$ cat src/rtl/capture_ctrl_if.sv
// Capture controller bundle: control inputs, trigger sources and status/RAM outputs.
interface capture_ctrl_if #(
  parameter int unsigned NUM_CH = 5,
  parameter int unsigned LOG2   = 9
);
  logic              run;
  logic              stop;
  logic              cont;
  logic [LOG2-1:0]   trig_pos;
  logic [NUM_CH-1:0] chan_trig;
  logic              prot_trig;
  logic [NUM_CH:0]   trig_en;
  logic              trig_and;
  logic              wrt_smpl;
  logic              clr_done;
  logic              we;
  logic [LOG2-1:0]   waddr;
  logic [LOG2-1:0]   trig_addr;
  logic              armed;
  logic              triggered;
  logic              capture_done;
  logic              busy;

  // Driver side: trigger logic / host control.
  modport master (
    output run, stop, cont, trig_pos, chan_trig, prot_trig, trig_en, trig_and,
    output wrt_smpl, clr_done,
    input  we, waddr, trig_addr, armed, triggered, capture_done, busy
  );

  // Controller side.
  modport slave (
    input  run, stop, cont, trig_pos, chan_trig, prot_trig, trig_en, trig_and,
    input  wrt_smpl, clr_done,
    output we, waddr, trig_addr, armed, triggered, capture_done, busy
  );
endinterface

$ cat src/rtl/capture_ctrl.sv
// Capture controller: combines trigger sources, sequences pre-fill / arm / post-count / done,
// and drives the shared circular RAM write address for all channel RAMs.
module capture_ctrl #(
  parameter int unsigned NUM_CH  = 5,
  parameter int unsigned ENTRIES = 384,
  parameter int unsigned LOG2    = 9
) (
  input logic           clk,
  input logic           rst,
  capture_ctrl_if.slave bus
);

  localparam logic [LOG2-1:0] LastAddr = LOG2'(ENTRIES - 1);
  localparam logic [LOG2-1:0] One      = LOG2'(1);

  typedef enum logic [2:0] {StIdle, StPre, StArmed, StPost, StDone} state_e;

  state_e          state_q, state_d;
  logic [LOG2-1:0] waddr_q, waddr_d;
  logic [LOG2-1:0] trig_addr_q, trig_addr_d;
  logic [LOG2-1:0] cnt_q, cnt_d;
  logic [LOG2-1:0] tpos_q, tpos_d;
  logic [LOG2-1:0] pre_q, pre_d;

  logic [LOG2-1:0] tpos_new;
  logic [LOG2-1:0] pre_new;
  logic [LOG2-1:0] cnt_inc;
  logic [NUM_CH:0] src;
  logic            hit;
  logic            write_en;

  // Clamp the requested post-trigger count into [1, ENTRIES-1] and derive the pre-fill length.
  always_comb begin
    tpos_new = bus.trig_pos;
    if (bus.trig_pos == '0) begin
      tpos_new = One;
    end else if (32'(bus.trig_pos) >= ENTRIES) begin
      tpos_new = LastAddr;
    end
    // pre < ENTRIES always, so the truncation is exact even when ENTRIES == 2**LOG2.
    pre_new = LOG2'(ENTRIES - 32'(tpos_new));
  end

  // Trigger combine: AND treats disabled sources as satisfied; no enabled source never fires.
  always_comb begin
    src = {bus.prot_trig, bus.chan_trig};
    if (bus.trig_and) begin
      hit = &(src | ~bus.trig_en);
    end else begin
      hit = |(src & bus.trig_en);
    end
    if (bus.trig_en == '0) begin
      hit = 1'b0;
    end
  end

  // RAM write strobe and circular address advance, same cycle as the sample strobe.
  always_comb begin
    write_en = bus.wrt_smpl &
               ((state_q == StPre) || (state_q == StArmed) || (state_q == StPost));
    waddr_d  = waddr_q;
    if (write_en) begin
      waddr_d = (waddr_q == LastAddr) ? '0 : waddr_q + One;
    end
  end

  // Capture sequencer next-state logic.
  always_comb begin
    state_d     = state_q;
    cnt_d       = cnt_q;
    tpos_d      = tpos_q;
    pre_d       = pre_q;
    trig_addr_d = trig_addr_q;
    cnt_inc     = cnt_q + One;

    unique case (state_q)
      StIdle: begin
        if (bus.run) begin
          state_d = StPre;
          cnt_d   = '0;
          tpos_d  = tpos_new;
          pre_d   = pre_new;
        end
      end
      StPre: begin
        if (write_en) begin
          if (cnt_inc == pre_q) begin
            state_d = StArmed;
            cnt_d   = '0;
          end else begin
            cnt_d = cnt_inc;
          end
        end
      end
      StArmed: begin
        if (hit) begin
          trig_addr_d = waddr_q;
          // A write in the trigger cycle already counts as the first post sample.
          if (write_en) begin
            if (tpos_q == One) begin
              state_d = StDone;
              cnt_d   = '0;
            end else begin
              state_d = StPost;
              cnt_d   = One;
            end
          end else begin
            state_d = StPost;
            cnt_d   = '0;
          end
        end
      end
      StPost: begin
        if (write_en) begin
          if (cnt_inc == tpos_q) begin
            state_d = StDone;
            cnt_d   = '0;
          end else begin
            cnt_d = cnt_inc;
          end
        end
      end
      StDone: begin
        if (bus.clr_done) begin
          cnt_d = '0;
          if (bus.cont) begin
            state_d = StPre;
            tpos_d  = tpos_new;
            pre_d   = pre_new;
          end else begin
            state_d = StIdle;
          end
        end
      end
      default: begin
        state_d = StIdle;
      end
    endcase

    // Abort overrides everything; in IDLE it also masks a coincident run.
    if (bus.stop) begin
      state_d = StIdle;
      cnt_d   = '0;
    end
  end

  // State and datapath registers with synchronous reset.
  always_ff @(posedge clk) begin
    if (rst) begin
      state_q     <= StIdle;
      waddr_q     <= '0;
      trig_addr_q <= '0;
      cnt_q       <= '0;
      tpos_q      <= '0;
      pre_q       <= '0;
    end else begin
      state_q     <= state_d;
      waddr_q     <= waddr_d;
      trig_addr_q <= trig_addr_d;
      cnt_q       <= cnt_d;
      tpos_q      <= tpos_d;
      pre_q       <= pre_d;
    end
  end

  assign bus.we           = write_en;
  assign bus.waddr        = waddr_q;
  assign bus.trig_addr    = trig_addr_q;
  assign bus.armed        = (state_q == StArmed);
  assign bus.triggered    = (state_q == StPost);
  assign bus.capture_done = (state_q == StDone);
  assign bus.busy         = (state_q != StIdle);

endmodule

$ cat src/flat_wrapper.sv
// flat-port wrapper written by rule: the top's interface ports become plain ports
module capture_ctrl_flat 
#(
  parameter int unsigned NUM_CH  = 5,
  parameter int unsigned ENTRIES = 384,
  parameter int unsigned LOG2    = 9
)
  (clk, rst, bus_run, bus_stop, bus_cont, bus_trig_pos, bus_chan_trig, bus_prot_trig, bus_trig_en, bus_trig_and, bus_wrt_smpl, bus_clr_done, bus_we, bus_waddr, bus_trig_addr, bus_armed, bus_triggered, bus_capture_done, bus_busy);
  capture_ctrl_if #(.NUM_CH(NUM_CH), .LOG2(LOG2)) bus_i ();
  input logic clk;
  input logic rst;
  input wire logic [$bits(bus_i.run)-1:0] bus_run;
  input wire logic [$bits(bus_i.stop)-1:0] bus_stop;
  input wire logic [$bits(bus_i.cont)-1:0] bus_cont;
  input wire logic [$bits(bus_i.trig_pos)-1:0] bus_trig_pos;
  input wire logic [$bits(bus_i.chan_trig)-1:0] bus_chan_trig;
  input wire logic [$bits(bus_i.prot_trig)-1:0] bus_prot_trig;
  input wire logic [$bits(bus_i.trig_en)-1:0] bus_trig_en;
  input wire logic [$bits(bus_i.trig_and)-1:0] bus_trig_and;
  input wire logic [$bits(bus_i.wrt_smpl)-1:0] bus_wrt_smpl;
  input wire logic [$bits(bus_i.clr_done)-1:0] bus_clr_done;
  output wire logic [$bits(bus_i.we)-1:0] bus_we;
  output wire logic [$bits(bus_i.waddr)-1:0] bus_waddr;
  output wire logic [$bits(bus_i.trig_addr)-1:0] bus_trig_addr;
  output wire logic [$bits(bus_i.armed)-1:0] bus_armed;
  output wire logic [$bits(bus_i.triggered)-1:0] bus_triggered;
  output wire logic [$bits(bus_i.capture_done)-1:0] bus_capture_done;
  output wire logic [$bits(bus_i.busy)-1:0] bus_busy;
  assign bus_i.run = bus_run;
  assign bus_i.stop = bus_stop;
  assign bus_i.cont = bus_cont;
  assign bus_i.trig_pos = bus_trig_pos;
  assign bus_i.chan_trig = bus_chan_trig;
  assign bus_i.prot_trig = bus_prot_trig;
  assign bus_i.trig_en = bus_trig_en;
  assign bus_i.trig_and = bus_trig_and;
  assign bus_i.wrt_smpl = bus_wrt_smpl;
  assign bus_i.clr_done = bus_clr_done;
  assign bus_we = bus_i.we;
  assign bus_waddr = bus_i.waddr;
  assign bus_trig_addr = bus_i.trig_addr;
  assign bus_armed = bus_i.armed;
  assign bus_triggered = bus_i.triggered;
  assign bus_capture_done = bus_i.capture_done;
  assign bus_busy = bus_i.busy;
  capture_ctrl #(.NUM_CH(NUM_CH), .ENTRIES(ENTRIES), .LOG2(LOG2)) u_core (.clk(clk), .rst(rst), .bus(bus_i));
endmodule
$ cat config.mk
export PLATFORM = sky130hd
export DESIGN_NAME = capture_ctrl_flat
export DESIGN_NICKNAME = d
export VERILOG_FILES = /design/src/rtl/capture_ctrl_if.sv /design/src/rtl/capture_ctrl.sv /design/src/flat_wrapper.sv
export SDC_FILE = /design/constraint.sdc
export NUM_CORES = 1
export LEC_CHECK = 0
export CORE_MARGIN = 1
export CORE_UTILIZATION = 52
export CTS_CLUSTER_DIAMETER = 100
export CTS_CLUSTER_SIZE = 30
export DETAILED_ROUTE_END_ITERATION = 16
export GPL_TIMING_DRIVEN = 0
export PLACE_DENSITY_LB_ADDON = 0.3
export SETUP_SLACK_MARGIN = 0.5
export SLEW_MARGIN = 5
export SYNTH_ARGS = -nofsm -noshare
export SYNTH_HDL_FRONTEND = slang
export SYNTH_SLANG_ARGS = --single-unit
$ cat constraint.sdc
create_clock -name clk -period 3.2 [get_ports clk]
set_input_delay 0.64 -clock clk [delete_from_list [all_inputs] [get_ports clk]]
set_output_delay 0.64 -clock clk [all_outputs]
set_load 0.05 [all_outputs]
==> impl_metrics.csv <==
group,metric,value,unit
status,outcome,"completed",
synthesis,ys_ff_latch,47,
layout,area.growth.synth_to_final,28.1,%
min_path,min-delay-start,"u_core.tpos_q[8]",
detailed_routing,drtAntennaViolNets,0,
min_path,hold_end,"u_core.tpos_q[8]",
clock_tree,htreeDepth,2,
global_route,antenna_found_initial,0,
critical_path,cp.required,2.56,ns
synthesis,synth_edf_count,0,
critical_path,endpoint_kind,"output pin",
synthesis,yosysWarnings,0,
clock_tree,cts_hold_buf,0,
sta,period_needed,2.63,ns
synthesis,netlist_instances,361,
critical_path,r2r_end,"u_core.cnt_q[5]",
layout,layout-drive-gt1-share,0.0941,
min_path,holdCritPathClass,"register to register",
synthesis,synth_area_per_cell,7.87,um2
global_route,grt_util_met1,0.314,
global_route,grt_max_degree,17,
detailed_routing,drtPass1Iterations,5,
critical_path,path_class,"input pin to output pin",
global_route,grt_pass1_vias,2601,
global_route,grt_overflow,0,
clock_tree,cts_tree,"built",
clock_tree,clk_latency,0.31,ns
floorplanning,die_h,75.9,um
layout,antenna_cells,0,
detailed_routing,drcViolationCount,0,
synthesis,syn_area,2840,um2
critical_path,worstReg2RegStart,"u_core.cnt_q[0]",
layout,final_cells,495,
critical_path,critical_path.max_fanout,9,
sta,drv_slew,0,
clock_tree,ctsLongestPathBuffers,2,
floorplanning,row_count,26,
pwr,p_leak,1.28,nW
detailed_routing,drtIter0Drc,262,
detailed_routing,drt_wl_total,7200,um
detailed_routing,routedWlPerCell,14.5,um
floorplanning,dieArea,5760,um2
sta,final.setup.tns,0,ns
critical_path,reg2regPathDepth,11,
flow_run,cap_violations,0,
floorplanning,die_width,75.9,um
synthesis,synth_fp_nets,393,
sta,rsz0062_at_grt,"yes",
clock_tree,clk_transition_reported_paths,0.09,ns
sta,hold_viol,0,
synthesis,synth_flop_cell,"dfxtp_1",
clock_tree,root_buffer,"clkbuf_8",
min_path,holdPathStages,2,
floorplanning,io_pins,52,
global_route,busiest_layer,"met2",
sta,maxSlewHeadroom,0.586,
layout,fillers,414,
placed_design,place_hpwl,5340,um
critical_path,critPathArrivalTime,1.99,ns
global_route,globalRouteTotalUtil,0.250,
placed_design,globalplace.congestion,0.859,
sta,finalCritPeriodShare,0.822,
clock_tree,cts_sinks,47,
floorplanning,core_area,5170,um2
sta,max_freq,0.380,GHz
detailed_routing,vias_per_cell,5.76,
detailed_routing,dr_total_vias,2850,
synthesis,synthDistinctLibCells,59,
layout,nets,456,
global_route,use_met3,0.0422,
sta,fin_skew,0.0123,ns
critical_path,worst_setup_path_start_kind,"input pin",
clock_tree,cts_inserted_buffers,5,
sta,tightest_slew,0.621,ns
pwr,total_power,1.28,mW
floorplanning,start_util,0.549,
sta,setup_viol,0,
placed_design,dpl.cell_count,481,
placed_design,portBuffers,50,
global_route,grt_pass1_wl,11900,um
pwr,powerDensity,352,nW/um2
synthesis,ys_seq_area_frac,0.331,
global_route,use_met2,0.426,
synthesis,synth_async_sr_flop_share,0,
pwr,peakVddDrop,0.268,mV
critical_path,ff2ff_setup_slack,0.59,ns
## worst max-delay path, cell delays in order
cell and delay [ns]:
clkdlybuf4s50_1 0.54, nor3b_4 0.44, clkbuf_2 0.37
## cell type report
class,count,area [um2],share of cell area
buffer,21,98.8,0.0272
clock buffer,5,68.8,0.0189
clock inverter,3,46.3,0.0127
inverter,17,63.8,0.0175
multi-input combinational,277,1790,0.493
sequential,47,948,0.261
tap,70,87.6,0.0241
timing repair buffer,55,532,0.146
## metrics by stage
step                      cell area, um2  worst slack [ns]  utilization  hold slack (ns)
after floorplan                     2840             0.584            -            0.449
after global placement              3430           -0.0486        0.663            0.474
after CTS                           3580             0.349        0.691            0.492
final                               3640             0.570        0.704            0.490
after detailed placement            3430           -0.0817        0.663            0.478
after global routing                3640             0.433        0.704            0.510
## how the worst max path moves through the flow
| stage | from | to | slack (ns) | depth (start not counted) |
|---|---|---|---|---|
| finish | bus_wrt_smpl | bus_we | 0.57 | 3 |
| global route | u_core.cnt_q[0] | u_core.cnt_q[4] | 0.43 | 11 |
| CTS | bus_wrt_smpl | bus_we | 0.35 | 3 |
| detailed placement | bus_wrt_smpl | bus_we | -0.08 | 3 |
| global placement | bus_wrt_smpl | bus_we | -0.05 | 3 |
| floorplan | u_core.cnt_q[0] | u_core.cnt_q[4] | 0.58 | 10 |
## state kept, by name, indices dropped and copies added, names as in the netlist
register,count
u_core.tpos_q,8
u_core.bus.trig_addr,9
u_core.pre_q,9
u_core.state_q,3
u_core.cnt_q,9
u_core.bus.waddr,9
## routing by layer
layer	vias to the layer above	share of wire
li1	1419	-
met1	1330	0.45
met2	81	0.48
met3	20	0.040
met4	0	0.024
met5	-	0
## cells by family after synthesis
logic type | Yosys count | share of synthesized area
DFF | 47 | 0.331
AOI/OAI and AO/OA | 76 | 0.188
xor gates and xnor gates | 28 | 0.0890
buffers and inverters | 38 | 0.0555
and+or+nand+nor | 158 | 0.284
adders and majority gates | 3 | 0.0132
muxes | 11 | 0.0388
## cells in the mapped netlist (2+ instances only)
cell type / count / area [um2]
inv_1: 16 / 60.1
clkbuf_1: 12 / 45.0
nand4_1: 7 / 43.8
and2_1: 6 / 37.5
o21ai_1: 5 / 25.0
o31ai_1: 3 / 22.5
buf_2: 3 / 15.0
nor3b_1: 2 / 15.0
o21ai_0: 5 / 25.0
dfxtp_1: 47 / 941
a21oi_1: 19 / 95.1
buf_1: 3 / 11.3
nand3_1: 10 / 50.1
xnor2_1: 18 / 158
or2_2: 2 / 12.5
a21o_1: 2 / 15.0
a31oi_1: 6 / 37.5
and4_1: 3 / 26.3
a221oi_1: 2 / 17.5
a211oi_1: 8 / 60.1
nor2_1: 52 / 195
a22oi_1: 5 / 37.5
a32oi_1: 6 / 52.6
buf_4: 3 / 22.5
or3_1: 4 / 25.0
nor4_1: 6 / 37.5
ha_1: 3 / 37.5
nor3_1: 19 / 95.1
xor2_1: 9 / 78.8
nand3b_1: 2 / 15.0
nand2_1: 26 / 97.6
o22ai_1: 3 / 18.8
nand2b_1: 4 / 25.0
nor2b_1: 5 / 31.3
mux2i_1: 11 / 110
## where the power goes
group / leakage [nW] / switching, mW / total [mW] / internal, mW
logic: 0.843 / 0.107 / 0.200 / 0.0924
registers: 0.384 / 0.0223 / 0.624 / 0.601
clock network: 0.0548 / 0.222 / 0.458 / 0.236
total: 1.28 / 0.352 / 1.28 / 0.929
## repair_timing
item / 4_1_cts / 5_1_grt
pin swaps: 2 / 7
resized for setup: 10 / 14
setup buffers: 1 / 4
cloned: 0 / 1
endpoints found under the setup margin: 15 / 16
endpoints found under the hold margin: 0 / 0
## placed cells by master (no fill, tap or decap), types with 5 or more instances in the layout
| master | count |
|---|---|
| and2_1 | 6 |
| clkbuf_1 | 11 |
| mux2i_1 | 11 |
| a22oi_1 | 5 |
| xnor2_1 | 18 |
| nand2_1 | 26 |
| o21ai_0 | 5 |
| clkdlybuf4s50_1 | 45 |
| clkbuf_8 | 5 |
| nor3_1 | 19 |
| o21ai_1 | 5 |
| dfxtp_1 | 45 |
| nor2b_1 | 5 |
| a32oi_1 | 6 |
| buf_4 | 7 |
| xor2_1 | 8 |
| inv_1 | 16 |
| nand3_1 | 10 |
| a211oi_1 | 8 |
| a21oi_1 | 19 |
| a31oi_1 | 6 |
| nand4_1 | 7 |
| nor2_1 | 52 |
| nor4_1 | 6 |
(Power assumes the default switching activity.)
